`src/rtl/eh2_lsu_trigger_seq_pkg.sv`:
```
// Shared packet types for the LSU trigger unit and its dc3/dc4 pipe interface.
package eh2_lsu_trigger_seq_pkg;

  localparam int TIDW = 1;

  typedef struct packed {
    logic            valid;
    logic [TIDW-1:0] tid;
    logic            by;
    logic            half;
    logic            word;
    logic            dword;
    logic            load;
    logic            store;
    logic            atomic;
    logic            dma;
  } eh2_lsu_pkt_t;

  typedef struct packed {
    logic        m;
    logic        select;
    logic        match;
    logic        store;
    logic        load;
    logic [31:0] tdata2;
  } eh2_trigger_pkt_t;

endpackage

```
`src/rtl/eh2_lsu_trigger_seq_if.sv`:
```
// LSU dc3/dc4 pipe signals seen by the trigger unit, plus the dc4 match result.
interface eh2_lsu_trigger_seq_if #(parameter int NUM_TRIG = 4);
  import eh2_lsu_trigger_seq_pkg::*;

  eh2_lsu_pkt_t          lsu_pkt_dc3;
  eh2_lsu_pkt_t          lsu_pkt_dc4;
  logic                  lsu_kill_dc4;
  logic [31:0]           lsu_addr_dc4;
  logic [31:0]           store_data_dc3;
  logic [31:0]           amo_data_dc3;
  logic [NUM_TRIG-1:0]   lsu_trigger_match_dc4;

  modport master (
    output lsu_pkt_dc3, lsu_pkt_dc4, lsu_kill_dc4, lsu_addr_dc4,
           store_data_dc3, amo_data_dc3,
    input  lsu_trigger_match_dc4
  );

  modport slave (
    input  lsu_pkt_dc3, lsu_pkt_dc4, lsu_kill_dc4, lsu_addr_dc4,
           store_data_dc3, amo_data_dc3,
    output lsu_trigger_match_dc4
  );
endinterface

```
`src/rtl/eh2_lsu_trigger_seq.sv`:
```
// Per-thread LSU debug triggers: mask/range compare, even/odd chaining, match-count gating, sticky hits.
// Match output is combinational in dc4; store data is captured one stage earlier in dc3.
module eh2_lsu_trigger_seq
  import eh2_lsu_trigger_seq_pkg::*;
#(
  parameter int  NUM_THREADS = 2,
  parameter int  NUM_TRIG    = 4,
  parameter int  CNTW        = 8,
  localparam int TW          = (NUM_THREADS > 1) ? $clog2(NUM_THREADS) : 1,
  localparam int IW          = $clog2(NUM_TRIG)
) (
  input  logic                clk,
  input  logic                rst_l,
  input  logic                scan_mode,
  input  logic                clk_override,
  input  eh2_trigger_pkt_t    trigger_pkt_any [NUM_THREADS][NUM_TRIG],
  input  logic [1:0]          trig_mode_any   [NUM_THREADS][NUM_TRIG],
  input  logic [NUM_TRIG-1:0] trig_chain_any  [NUM_THREADS],
  input  logic                trig_cnt_wr,
  input  logic [TW-1:0]       trig_cnt_tid,
  input  logic [IW-1:0]       trig_cnt_idx,
  input  logic [CNTW-1:0]     trig_cnt_wdata,
  input  logic [NUM_TRIG-1:0] trig_hit_clr    [NUM_THREADS],
  eh2_lsu_trigger_seq_if.slave lsu,
  output logic [NUM_TRIG-1:0] lsu_trigger_hit [NUM_THREADS],
  output logic [CNTW-1:0]     trig_cnt_rdata  [NUM_THREADS][NUM_TRIG]
);

  logic                trig_en;
  logic                qual;
  logic [TW-1:0]       tid;
  logic [31:0]         data_dc3;
  logic [31:0]         sd_fmt_dc3;
  logic                sd_en;
  logic [31:0]         sd_dc4;
  logic [31:0]         addr_op;
  logic [31:0]         sd_op;
  eh2_trigger_pkt_t    tp;
  logic [31:0]         op;
  logic                cmp;
  logic                type_hit;
  logic [NUM_TRIG-1:0] raw;
  logic [NUM_TRIG-1:0] ch;
  logic [NUM_TRIG-1:0] pre;
  logic [NUM_TRIG-1:0] fire;
  logic                unused_sig;

  // Bit 0 is always a wildcard under masken; higher bits become wildcards while all lower mask bits are 1.
  function automatic logic mask_match(input logic [31:0] data, input logic [31:0] mask,
                                      input logic masken);
    logic wild;
    logic all_lo;
    logic ok;
    wild   = masken & ~(&mask);
    ok     = wild | (mask[0] == data[0]);
    all_lo = mask[0];
    for (int b = 1; b < 32; b++) begin
      ok     = ok & ((all_lo & wild) | (mask[b] == data[b]));
      all_lo = all_lo & mask[b];
    end
    return ok;
  endfunction

  always_comb begin
    trig_en = 1'b0;
    for (int t = 0; t < NUM_THREADS; t++)
      for (int i = 0; i < NUM_TRIG; i++)
        trig_en = trig_en | trigger_pkt_any[t][i].m;
  end

  assign data_dc3   = lsu.lsu_pkt_dc3.atomic ? lsu.amo_data_dc3 : lsu.store_data_dc3;
  assign sd_fmt_dc3 = {data_dc3[31:16] & {16{lsu.lsu_pkt_dc3.word | lsu.lsu_pkt_dc3.dword}},
                       data_dc3[15:8]  & {8{~lsu.lsu_pkt_dc3.by}},
                       data_dc3[7:0]};
  assign sd_en      = (lsu.lsu_pkt_dc3.valid & lsu.lsu_pkt_dc3.store & trig_en) | clk_override;

  always_ff @(posedge clk or negedge rst_l) begin
    if (!rst_l)     sd_dc4 <= '0;
    else if (sd_en) sd_dc4 <= sd_fmt_dc3;
  end

  assign tid     = TW'(lsu.lsu_pkt_dc4.tid);
  assign qual    = lsu.lsu_pkt_dc4.valid & ~lsu.lsu_pkt_dc4.dma & ~lsu.lsu_kill_dc4;
  assign addr_op = lsu.lsu_addr_dc4 & {32{trig_en}};
  assign sd_op   = sd_dc4 & {32{trig_en}};

  always_comb begin
    tp       = '0;
    op       = '0;
    cmp      = 1'b0;
    type_hit = 1'b0;
    raw      = '0;
    for (int i = 0; i < NUM_TRIG; i++) begin
      tp = trigger_pkt_any[tid][i];
      if (!tp.select)                 op = addr_op;
      else if (lsu.lsu_pkt_dc4.store) op = sd_op;
      else                            op = '0;
      case (trig_mode_any[tid][i])
        2'b00:   cmp = mask_match(op, tp.tdata2, tp.match);
        2'b01:   cmp = (op >= tp.tdata2);
        2'b10:   cmp = (op <  tp.tdata2);
        default: cmp = 1'b0;
      endcase
      type_hit = (tp.store & lsu.lsu_pkt_dc4.store) |
                 (tp.load & lsu.lsu_pkt_dc4.load & ~lsu.lsu_pkt_dc4.store & ~tp.select);
      raw[i]   = qual & type_hit & cmp;
    end
  end

  // Chained pairs gate on each member's own counter, then both must fire.
  always_comb begin
    ch = raw;
    for (int i = 0; i < NUM_TRIG - 1; i += 2) begin
      if (trig_chain_any[tid][i]) begin
        ch[i]     = raw[i] & raw[i+1];
        ch[i+1]   = ch[i];
      end
    end
    for (int i = 0; i < NUM_TRIG; i++)
      pre[i] = ch[i] & (trig_cnt_rdata[tid][i] <= CNTW'(1));
    fire = pre;
    for (int i = 0; i < NUM_TRIG - 1; i += 2) begin
      if (trig_chain_any[tid][i]) begin
        fire[i]   = pre[i] & pre[i+1];
        fire[i+1] = fire[i];
      end
    end
  end

  assign lsu.lsu_trigger_match_dc4 = fire;

  always_ff @(posedge clk or negedge rst_l) begin
    if (!rst_l) begin
      for (int t = 0; t < NUM_THREADS; t++) begin
        lsu_trigger_hit[t] <= '0;
        for (int i = 0; i < NUM_TRIG; i++)
          trig_cnt_rdata[t][i] <= '0;
      end
    end else begin
      for (int t = 0; t < NUM_THREADS; t++) begin
        for (int i = 0; i < NUM_TRIG; i++) begin
          if (trig_cnt_wr && (trig_cnt_tid == TW'(t)) && (trig_cnt_idx == IW'(i)))
            trig_cnt_rdata[t][i] <= trig_cnt_wdata;
          else if ((tid == TW'(t)) && ch[i] && (trig_cnt_rdata[t][i] != '0))
            trig_cnt_rdata[t][i] <= trig_cnt_rdata[t][i] - CNTW'(1);
          if ((tid == TW'(t)) && fire[i])
            lsu_trigger_hit[t][i] <= 1'b1;
          else if (trig_hit_clr[t][i])
            lsu_trigger_hit[t][i] <= 1'b0;
        end
      end
    end
  end

  always_comb begin
    unused_sig = scan_mode ^ (^lsu.lsu_pkt_dc3) ^ (^lsu.lsu_pkt_dc4);
    for (int t = 0; t < NUM_THREADS; t++)
      unused_sig = unused_sig ^ (^trig_chain_any[t]);
  end

endmodule

```
`src/flat_wrapper.sv`:
```
// flat-port wrapper written by rule: the top's interface ports become plain ports
module eh2_lsu_trigger_seq_flat import eh2_lsu_trigger_seq_pkg::*;
#(
  parameter int  NUM_THREADS = 2,
  parameter int  NUM_TRIG    = 4,
  parameter int  CNTW        = 8,
  localparam int TW          = (NUM_THREADS > 1) ? $clog2(NUM_THREADS) : 1,
  localparam int IW          = $clog2(NUM_TRIG)
)
  (clk, rst_l, scan_mode, clk_override, trigger_pkt_any, trig_mode_any, trig_chain_any, trig_cnt_wr, trig_cnt_tid, trig_cnt_idx, trig_cnt_wdata, trig_hit_clr, lsu_trigger_hit, trig_cnt_rdata, lsu_lsu_pkt_dc3, lsu_lsu_pkt_dc4, lsu_lsu_kill_dc4, lsu_lsu_addr_dc4, lsu_store_data_dc3, lsu_amo_data_dc3, lsu_lsu_trigger_match_dc4);
  eh2_lsu_trigger_seq_if #(.NUM_TRIG(NUM_TRIG)) lsu_i ();
  input  logic clk;
  input  logic rst_l;
  input  logic scan_mode;
  input  logic clk_override;
  input  eh2_trigger_pkt_t trigger_pkt_any[NUM_THREADS][NUM_TRIG];
  input  logic [1:0] trig_mode_any[NUM_THREADS][NUM_TRIG];
  input  logic [NUM_TRIG-1:0] trig_chain_any[NUM_THREADS];
  input  logic trig_cnt_wr;
  input  logic [TW-1:0] trig_cnt_tid;
  input  logic [IW-1:0] trig_cnt_idx;
  input  logic [CNTW-1:0] trig_cnt_wdata;
  input  logic [NUM_TRIG-1:0] trig_hit_clr[NUM_THREADS];
  output logic [NUM_TRIG-1:0] lsu_trigger_hit[NUM_THREADS];
  output logic [CNTW-1:0] trig_cnt_rdata[NUM_THREADS][NUM_TRIG];
  input wire logic [$bits(lsu_i.lsu_pkt_dc3)-1:0] lsu_lsu_pkt_dc3;
  input wire logic [$bits(lsu_i.lsu_pkt_dc4)-1:0] lsu_lsu_pkt_dc4;
  input wire logic [$bits(lsu_i.lsu_kill_dc4)-1:0] lsu_lsu_kill_dc4;
  input wire logic [$bits(lsu_i.lsu_addr_dc4)-1:0] lsu_lsu_addr_dc4;
  input wire logic [$bits(lsu_i.store_data_dc3)-1:0] lsu_store_data_dc3;
  input wire logic [$bits(lsu_i.amo_data_dc3)-1:0] lsu_amo_data_dc3;
  output wire logic [$bits(lsu_i.lsu_trigger_match_dc4)-1:0] lsu_lsu_trigger_match_dc4;
  assign lsu_i.lsu_pkt_dc3 = lsu_lsu_pkt_dc3;
  assign lsu_i.lsu_pkt_dc4 = lsu_lsu_pkt_dc4;
  assign lsu_i.lsu_kill_dc4 = lsu_lsu_kill_dc4;
  assign lsu_i.lsu_addr_dc4 = lsu_lsu_addr_dc4;
  assign lsu_i.store_data_dc3 = lsu_store_data_dc3;
  assign lsu_i.amo_data_dc3 = lsu_amo_data_dc3;
  assign lsu_lsu_trigger_match_dc4 = lsu_i.lsu_trigger_match_dc4;
  eh2_lsu_trigger_seq #(.NUM_THREADS(NUM_THREADS), .NUM_TRIG(NUM_TRIG), .CNTW(CNTW)) u_core (.clk(clk), .rst_l(rst_l), .scan_mode(scan_mode), .clk_override(clk_override), .trigger_pkt_any(trigger_pkt_any), .trig_mode_any(trig_mode_any), .trig_chain_any(trig_chain_any), .trig_cnt_wr(trig_cnt_wr), .trig_cnt_tid(trig_cnt_tid), .trig_cnt_idx(trig_cnt_idx), .trig_cnt_wdata(trig_cnt_wdata), .trig_hit_clr(trig_hit_clr), .lsu(lsu_i), .lsu_trigger_hit(lsu_trigger_hit), .trig_cnt_rdata(trig_cnt_rdata));
endmodule
```
`config.mk`:
```
export PLATFORM = sky130hd
export DESIGN_NAME = eh2_lsu_trigger_seq_flat
export DESIGN_NICKNAME = d
export VERILOG_FILES = /design/src/rtl/eh2_lsu_trigger_seq_pkg.sv /design/src/rtl/eh2_lsu_trigger_seq_if.sv /design/src/rtl/eh2_lsu_trigger_seq.sv /design/src/flat_wrapper.sv
export SDC_FILE = /design/constraint.sdc
export NUM_CORES = 1
export LEC_CHECK = 0
export CAP_MARGIN = 20
export CORE_AREA = 2 2 208 210
export DETAILED_ROUTE_END_ITERATION = 7
export DIE_AREA = 0 0 210 212
export HOLD_SLACK_MARGIN = 0.08
export MAX_ROUTING_LAYER = met4
export PLACE_DENSITY = 0.66
export SKIP_LAST_GASP = 1
export SLEW_MARGIN = 20
export SYNTH_ARGS = -nofsm -noshare
export SYNTH_HDL_FRONTEND = slang
export SYNTH_SLANG_ARGS = --single-unit
```
`constraint.sdc`:
```
create_clock -name clk -period 10.09 [get_ports clk]
set_input_delay 2.018 -clock clk [delete_from_list [all_inputs] [get_ports clk]]
set_output_delay 2.018 -clock clk [all_outputs]
set_load 0.05 [all_outputs]
```
* Word level (Yosys, flattened, before mapping) *
Index checks and enable logic that the tools add are counted.

storage, ports and cells
  input port bits = 461
  register bits = 104
  word-level logic and storage cells = 870
  output and inout bits = 76

cells by class
  magnitude comparators = 13
  eq/ne operators = 139
  reduce and logical (&&, ||, !) cells = 67
  add/sub/neg operators = 8
  mux-type cells = 58
  bitwise gates (word level) = 568

operators with widths
  kind                                                                   number
  147-bit two-way mux                                                    3
  1-bit bitwise AND                                                      408
  32-bit two-way mux                                                     9
  8-bit two-way mux                                                      19
  1-bit OR                                                               141
  1-bit equality test                                                    128
  32-bit >= comparator                                                   4
  32-bit less-than comparator                                            4
  32-bit AND reduction                                                   4
  32-bit bitwise AND                                                     2
  8-bit nonzero test                                                     8
  8-bit by 1-bit subtractor with 8-bit output, second input constant     8
  1-bit logical AND                                                      34
  8-bit by 1-bit <= comparator with 1-bit output, second input constant  4
  2-bit nonzero test                                                     16
  16-bit bitwise AND                                                     1
  1-bit two-way mux                                                      16
  1-bit NOT                                                              14
  2-bit equality test, second input constant                             6
  1-bit one-hot mux with 3 select lines                                  4
  2-bit by 1-bit equality test with 1-bit output, second input constant  5
  2-bit logical NOT                                                      5
  3-bit two-way mux                                                      3
  8-bit bitwise AND                                                      1
  other kinds (3)                                                        6

* Logic depth before layout (Yosys ltp) *
  depth after elaboration = 52
  mapped depth = 28
  depth with buffers taken out = 16

* Worst setup path after synthesis *
No wires, ideal clock.

  path type = in2out
  from = input lsu_lsu_pkt_dc4[8]
  to = output lsu_lsu_trigger_match_dc4[3]
  arrival = 8.892 ns
  setup slack = -0.820 ns
  buffers on the path = 12
  required time = 8.072 ns
  cell stages on the path = 25
  path through = buf_6 > buf_6 > buf_6 > buf_6 > buf_4 > buf_4 > buf_4 > buf_2 > clkbuf_1 > clkbuf_1 > buf_1 > clkbuf_1 > mux2i_1 > ha_1 > a211oi_1 > o21ai_0 > a221o_1 > a21o_1 > a31oi_1 > mux2_2 > a21boi_0 > a31oi_1 > a21bo_2 > or2_1 > a2111oi_1

on the way
  word-level cells in the longest chain between the ends = 47

ends and longest elaborated chain
  item                                                   RTL line                    text
  start, declared                                        flat_wrapper.sv:27          input wire logic [$bits(lsu_i.lsu_pkt_dc4)-1:0] lsu_lsu_pkt_dc4;
  1-bit NOT with 2-bit output (not written as such) (*)  -
  147-bit two-way mux (3 in a row)                       -
  32-bit AND reduction                                   eh2_lsu_trigger_seq.sv:54   wild = masken & ~(&mask);
  1-bit NOT                                              eh2_lsu_trigger_seq.sv:54
  1-bit bitwise AND                                      eh2_lsu_trigger_seq.sv:54
  1-bit bitwise AND                                      eh2_lsu_trigger_seq.sv:58   ok = ok & ((all_lo & wild) | (mask[b] == data[b]));
  1-bit OR                                               eh2_lsu_trigger_seq.sv:58
  1-bit bitwise AND (31 in a row)                        eh2_lsu_trigger_seq.sv:58
  1-bit one-hot mux with 3 select lines                  eh2_lsu_trigger_seq.sv:98   case (trig_mode_any[tid][i])
  1-bit bitwise AND                                      eh2_lsu_trigger_seq.sv:106  raw[i] = qual & type_hit & cmp;
  1-bit bitwise AND                                      eh2_lsu_trigger_seq.sv:115  ch[i] = raw[i] & raw[i+1];
  2-bit two-way mux                                      eh2_lsu_trigger_seq.sv:114  if (trig_chain_any[tid][i]) begin
  1-bit bitwise AND                                      eh2_lsu_trigger_seq.sv:120  pre[i] = ch[i] & (trig_cnt_rdata[tid][i] <= CNTW'(1));
  1-bit bitwise AND                                      eh2_lsu_trigger_seq.sv:124  fire[i] = pre[i] & pre[i+1];
  2-bit two-way mux (*)                                  eh2_lsu_trigger_seq.sv:123  if (trig_chain_any[tid][i]) begin
  end, declared                                          flat_wrapper.sv:32          output wire logic [$bits(lsu_i.lsu_trigger_match_dc4)-1:0] lsu_lsu_trigger_match_dc4;

Every way passes the cells marked *; elsewhere a longest branch is shown, timed or not. The select of a mux whose other input is x is not followed.

* Final worst setup path *
  from = input lsu_lsu_pkt_dc4[8]
  to = output lsu_lsu_trigger_match_dc4[0]

on the way
  word-level cells in the longest chain between the ends = 47

ends and longest elaborated chain
  item                                                    RTL line                    text
  1-bit NOT with 2-bit output (not written as such) (*)   -
  147-bit two-way mux (not written as such) (3 in a row)  eh2_lsu_trigger_seq.sv:94   tp = trigger_pkt_any[tid][i];
  32-bit AND reduction                                    eh2_lsu_trigger_seq.sv:54
  1-bit NOT                                               eh2_lsu_trigger_seq.sv:54
  1-bit bitwise AND                                       eh2_lsu_trigger_seq.sv:54
  1-bit bitwise AND                                       eh2_lsu_trigger_seq.sv:58
  1-bit OR                                                eh2_lsu_trigger_seq.sv:58
  1-bit bitwise AND (31 in a row)                         eh2_lsu_trigger_seq.sv:58
  1-bit one-hot mux with 3 select lines                   eh2_lsu_trigger_seq.sv:98
  1-bit bitwise AND                                       eh2_lsu_trigger_seq.sv:106
  1-bit bitwise AND                                       eh2_lsu_trigger_seq.sv:115
  2-bit two-way mux                                       eh2_lsu_trigger_seq.sv:114
  1-bit bitwise AND                                       eh2_lsu_trigger_seq.sv:120
  1-bit bitwise AND                                       eh2_lsu_trigger_seq.sv:124
  2-bit two-way mux (*)                                   eh2_lsu_trigger_seq.sv:123

Marks and branches as above.

==> key figures <==
Outcome
  • Outcome: finished, final reports clean

Critical path
  • Crit path cell chain: buf_8, mux2_2, nand3_1, a21oi_1, ha_1, and2_1, nand3_1, or3_1, o21ai_0, a21oi_1, a311o_1, a21oi_1, buf_4, nor2_1, nor2_1, o21ai_0, inv_1, clkdlybuf4s50_1
  • Max incr delay on CP: between 0.8 and 0.9 ns
  • Worst EP arrival: 7.45 ns
  • Worst EP required: 8.07 ns
  • Worst setup SP type: primary input
  • Slowest-stage cell, CP: clkdlybuf4s50_1
  • Crit path capture type: primary output
  • Critical path type: in -> out
  • Critical Path Fanout Max: 92
  • CP most frequent cell: a21oi_1

Synthesis
  • Synthesized area: 16600 sq um
  • Largest family of logic cells by synthesized area: simple AND/OR/NAND/NOR gates
  • XOR/XNOR Fraction of Synth Area: under 10%
  • Yosys cell types: 90
  • Dominant synthesized flop cell: dfrtp_1
  • Post-synthesis area per instance: 7.49 sq um
  • Yosys warning total: 0
  • Fraction of registers with async set/reset: 100%
  • Post-synthesis register bit count: 104
  • Post-synthesis mux area share: 12.4%
  • Compound-gate portion of the synthesized area: 24.0%
  • Post-Synthesis Cells: 2213
  • Net count after synthesis: between 2000 and 3000
  • Post-synthesis sequential area ratio: between 10% and 20%
  • Synth Area in Simple Gates: roughly 27%
  • Synth Area in Adders: approximately an eighth
  • EDFF count, synth: 0

Floorplan
  • Row count: 76
  • Chip Height: 212 microns
  • Initial core utilization: 39.0%
  • Core area: about 43000 sq um
  • Die ar.: about 45000 sq um
  • Die Wd: 210 microns
  • # IOs: 537

Clock network
  • Clock transition at path regs: 0.08 ns
  • Total clock sinks: approximately 100
  • Post-CTS sizing: 0
  • CTS buffer count: 9
  • Hold_buf cts: 0
  • Setup bufs post-CTS: 0
  • Root Driver: clkbuf_16
  • H-tree levels: 3
  • CTS tree: built
  • Clock Latency Late Sink: 0.37 ns
  • CTS Buffer Depth: 2

Timing
  • Hold Vio Cnt, Final: 0
  • Post-Route Setup TNS: 0 ns
  • Fmax: 106 MHz
  • Final Cycle Share: between 90% and 100%
  • Pins over their slew limit: 0
  • Tmin final: 9.47 ns
  • Setup violations, final: 0
  • Clk_skew: 0.0102 ns
  • RSZ-0062 raised after global routing: no
  • Max_slew headroom: 27.3%
  • Tightest Pin Transition: 1.09 ns

Routing
  • DRT iter0 DRCs: 1918
  • Pre-antenna DRT Iters: 6
  • Final WL: 81200 microns
  • Vias per cell: 6.17
  • Vias: 19778
  • # DRC: 0
  • DRT antenna net count: 0
  • Routed WL per cell: 25.3 microns

Placement
  • Port Buf Inserts: 522
  • Post-detail-place hpwl: 65700 microns
  • Placed Area: 22200 sq um
  • Routability congestion estimate: 1.00

Global route
  • Largest net degree at the start of global routing: 96
  • GR Util All Layers: 36.4%
  • Global-route wire length before repair: 119000 microns
  • Initial antenna violation count: 1
  • Grt ovf: 0
  • Vias in the first global route: 19244

Pwr
  • Reg power frac: 25.8%
  • Clock power frac: 15.2%
  • VDD IR max: 0.119 mV
  • Internal Power: 1.24 mW
  • Psw: 1.10 mW
  • Power Dens Cells: 104 nW/um^2
  • Leakage Power: about 9.2 nW
  • Combinational power share: 59.0%
  • Switching part of the total power: a little under half

Cells and area
  • Share of layout cells above drive strength 1: approximately 5.5%
  • Area of the multi-input gates: 13100 sq um
  • Finished Cell Area: 22500 sq um
  • Storage element area: 2600 sq um
  • Synth-to-layout area growth: 35.9%
  • Layout Nets: around 3300
  • Fill count: approximately 4100

Min path
  • Hold Path Class: reg -> reg

Job
  • Max cap viols: 0
-- layout by cell type, fill, tap and decap left out, drive strengths merged, types with 7 or more instances in the layout --
cell type and count:
ha 168, a31oi 24, a21o 27, nand4b 24, a211oi 20, a222oi 7
xnor2 44, a2111oi 17, nor4 29, clkdlybuf4s50 516, nor2b 16, or2 13
nand2 302, nand2b 14, o211ai 15, a41oi 8, a22oi 21, nand4 51
a21oi 197, inv 86, o31ai 33, nand3b 30, and2 12, nor2 98
o21ai 112, o22ai 12, dfrtp 104, o21a 9, mux2i 159, mux2 41
buf 38, and3 18, nand3 204, o2111ai 11, or3 16, nor3 35
clkbuf 11
-- per-stage QoR --
stage          cells  utilization (%)  hold slack [ns]  power (mW)  setup WS, ns
2_1_floorplan   2213                -            0.450        1.37         0.221
3_5_place_dp    3188             52.3            0.490        1.96         0.703
6_report        3206             53.0            0.517        2.34         0.621
4_1_cts         3204             52.9            0.519        2.33         0.712
3_3_place_gp    3188             52.3            0.493        1.94         0.787
5_1_grt         3205             52.9            0.519        2.46         0.347
-- power by group through the flow --
stage               clock, mW  combinational [mW]  sequential (mW)
CTS                     0.361                1.37            0.597
global route            0.375                1.48            0.608
detailed placement          0                1.36            0.602
floorplan                   0               0.611            0.755
finish                  0.356                1.38            0.602
global placement            0                1.34            0.603
-- layout make-up --
cell class,instances,area share (%)
antenna,2,0.0222
clock buffer,11,1.12
clock inverter,5,0.172
inverter,84,1.40
multi-input combinational,1900,58.3
sequential,104,11.6
tap,546,3.04
timing repair buffer,554,24.4
-- worst max-delay path: cells and delay by family --
kind / cells / cell delay (ns)
and+or+nand+nor: 6 / 1.12
adders and majority gates: 1 / 0.26
muxes: 1 / 0.68
AOI/OAI and AO/OA: 6 / 1.65
buffers and inverters: 4 / 1.68
-- state kept, by name (all words and copies together) (netlist names) --
| name | cells |
|---|---|
| u_core.sd_dc4 | 32 |
| u_core.trig_cnt_rdata | 64 |
| u_core.lsu_trigger_hit | 8 |
-- path summary, 6_finish.rpt --
| kind | end | cells past startpoint | slack, ns | from |
|---|---|---|---|---|
| min in group asynchronous | u_core.trig_cnt_rdata[62]$_DFFE_PN0P_ | 1 | 1.67 | rst_l |
| max in group asynchronous | u_core.trig_cnt_rdata[9]$_DFFE_PN0P_ | 2 | 7.15 | rst_l |
| worst max register to register | u_core.trig_cnt_rdata[4]$_DFFE_PN0P_ | 13 | 5.60 | u_core.sd_dc4[20]$_DFFE_PN0P_ |
| worst min register to register | u_core.lsu_trigger_hit[7]$_DFFE_PN0P_ | 1 | 0.52 | u_core.lsu_trigger_hit[7]$_DFFE_PN0P_ |
| worst min-delay path | u_core.lsu_trigger_hit[7]$_DFFE_PN0P_ | 1 | 0.52 | u_core.lsu_trigger_hit[7]$_DFFE_PN0P_ |
| worst max-delay path | lsu_lsu_trigger_match_dc4[0] | 18 | 0.62 | lsu_lsu_pkt_dc4[8] |
-- synthesized netlist by cell type, drive strengths merged, types with 7 or more instances --
cell type  number  area share (%)
a2111oi        17             1.4
a211oi         20            0.91
a21o           27             1.2
a21oi         197             6.0
a222oi          7            0.42
a22oi          21            0.98
a31oi          24            0.91
a41oi           8            0.42
and2           12            0.45
and3           18            0.68
buf            58             2.1
clkbuf         67             1.5
dfrtp         104              16
ha            168              13
inv            84             1.9
mux2           41             2.8
mux2i         159             9.6
nand2         302             6.8
nand2b         14            0.53
nand3         204             6.2
nand3b         30             1.4
nand4          51             1.9
nand4b         24             1.4
nor2           98             2.2
nor2b          16            0.60
nor3           35             1.1
nor4           29             1.3
o2111ai        11            0.58
o211ai         15            0.68
o21a            9            0.41
o21ai         112             3.4
o22ai          12            0.45
o31ai          33             1.5
or2            13            0.49
or3            16            0.60
xnor2          44             2.3
-- kinds of logic after synthesis --
group,Yosys count
fa+ha+maj,168
flops,104
xor+xnor,49
buf+inv,209
mux,200
simple gates,889
compound gates,594
-- per-layer routing --
layer	vias up	track usage (%)	share of wire [%]
met5	-	-	0
met4	0	13.9	4.0
met3	158	6.94	8.3
met2	954	61.1	47
met1	9442	43.3	40
li1	9224	-	-
No activity file was read; power rests on OpenSTA's default activity.
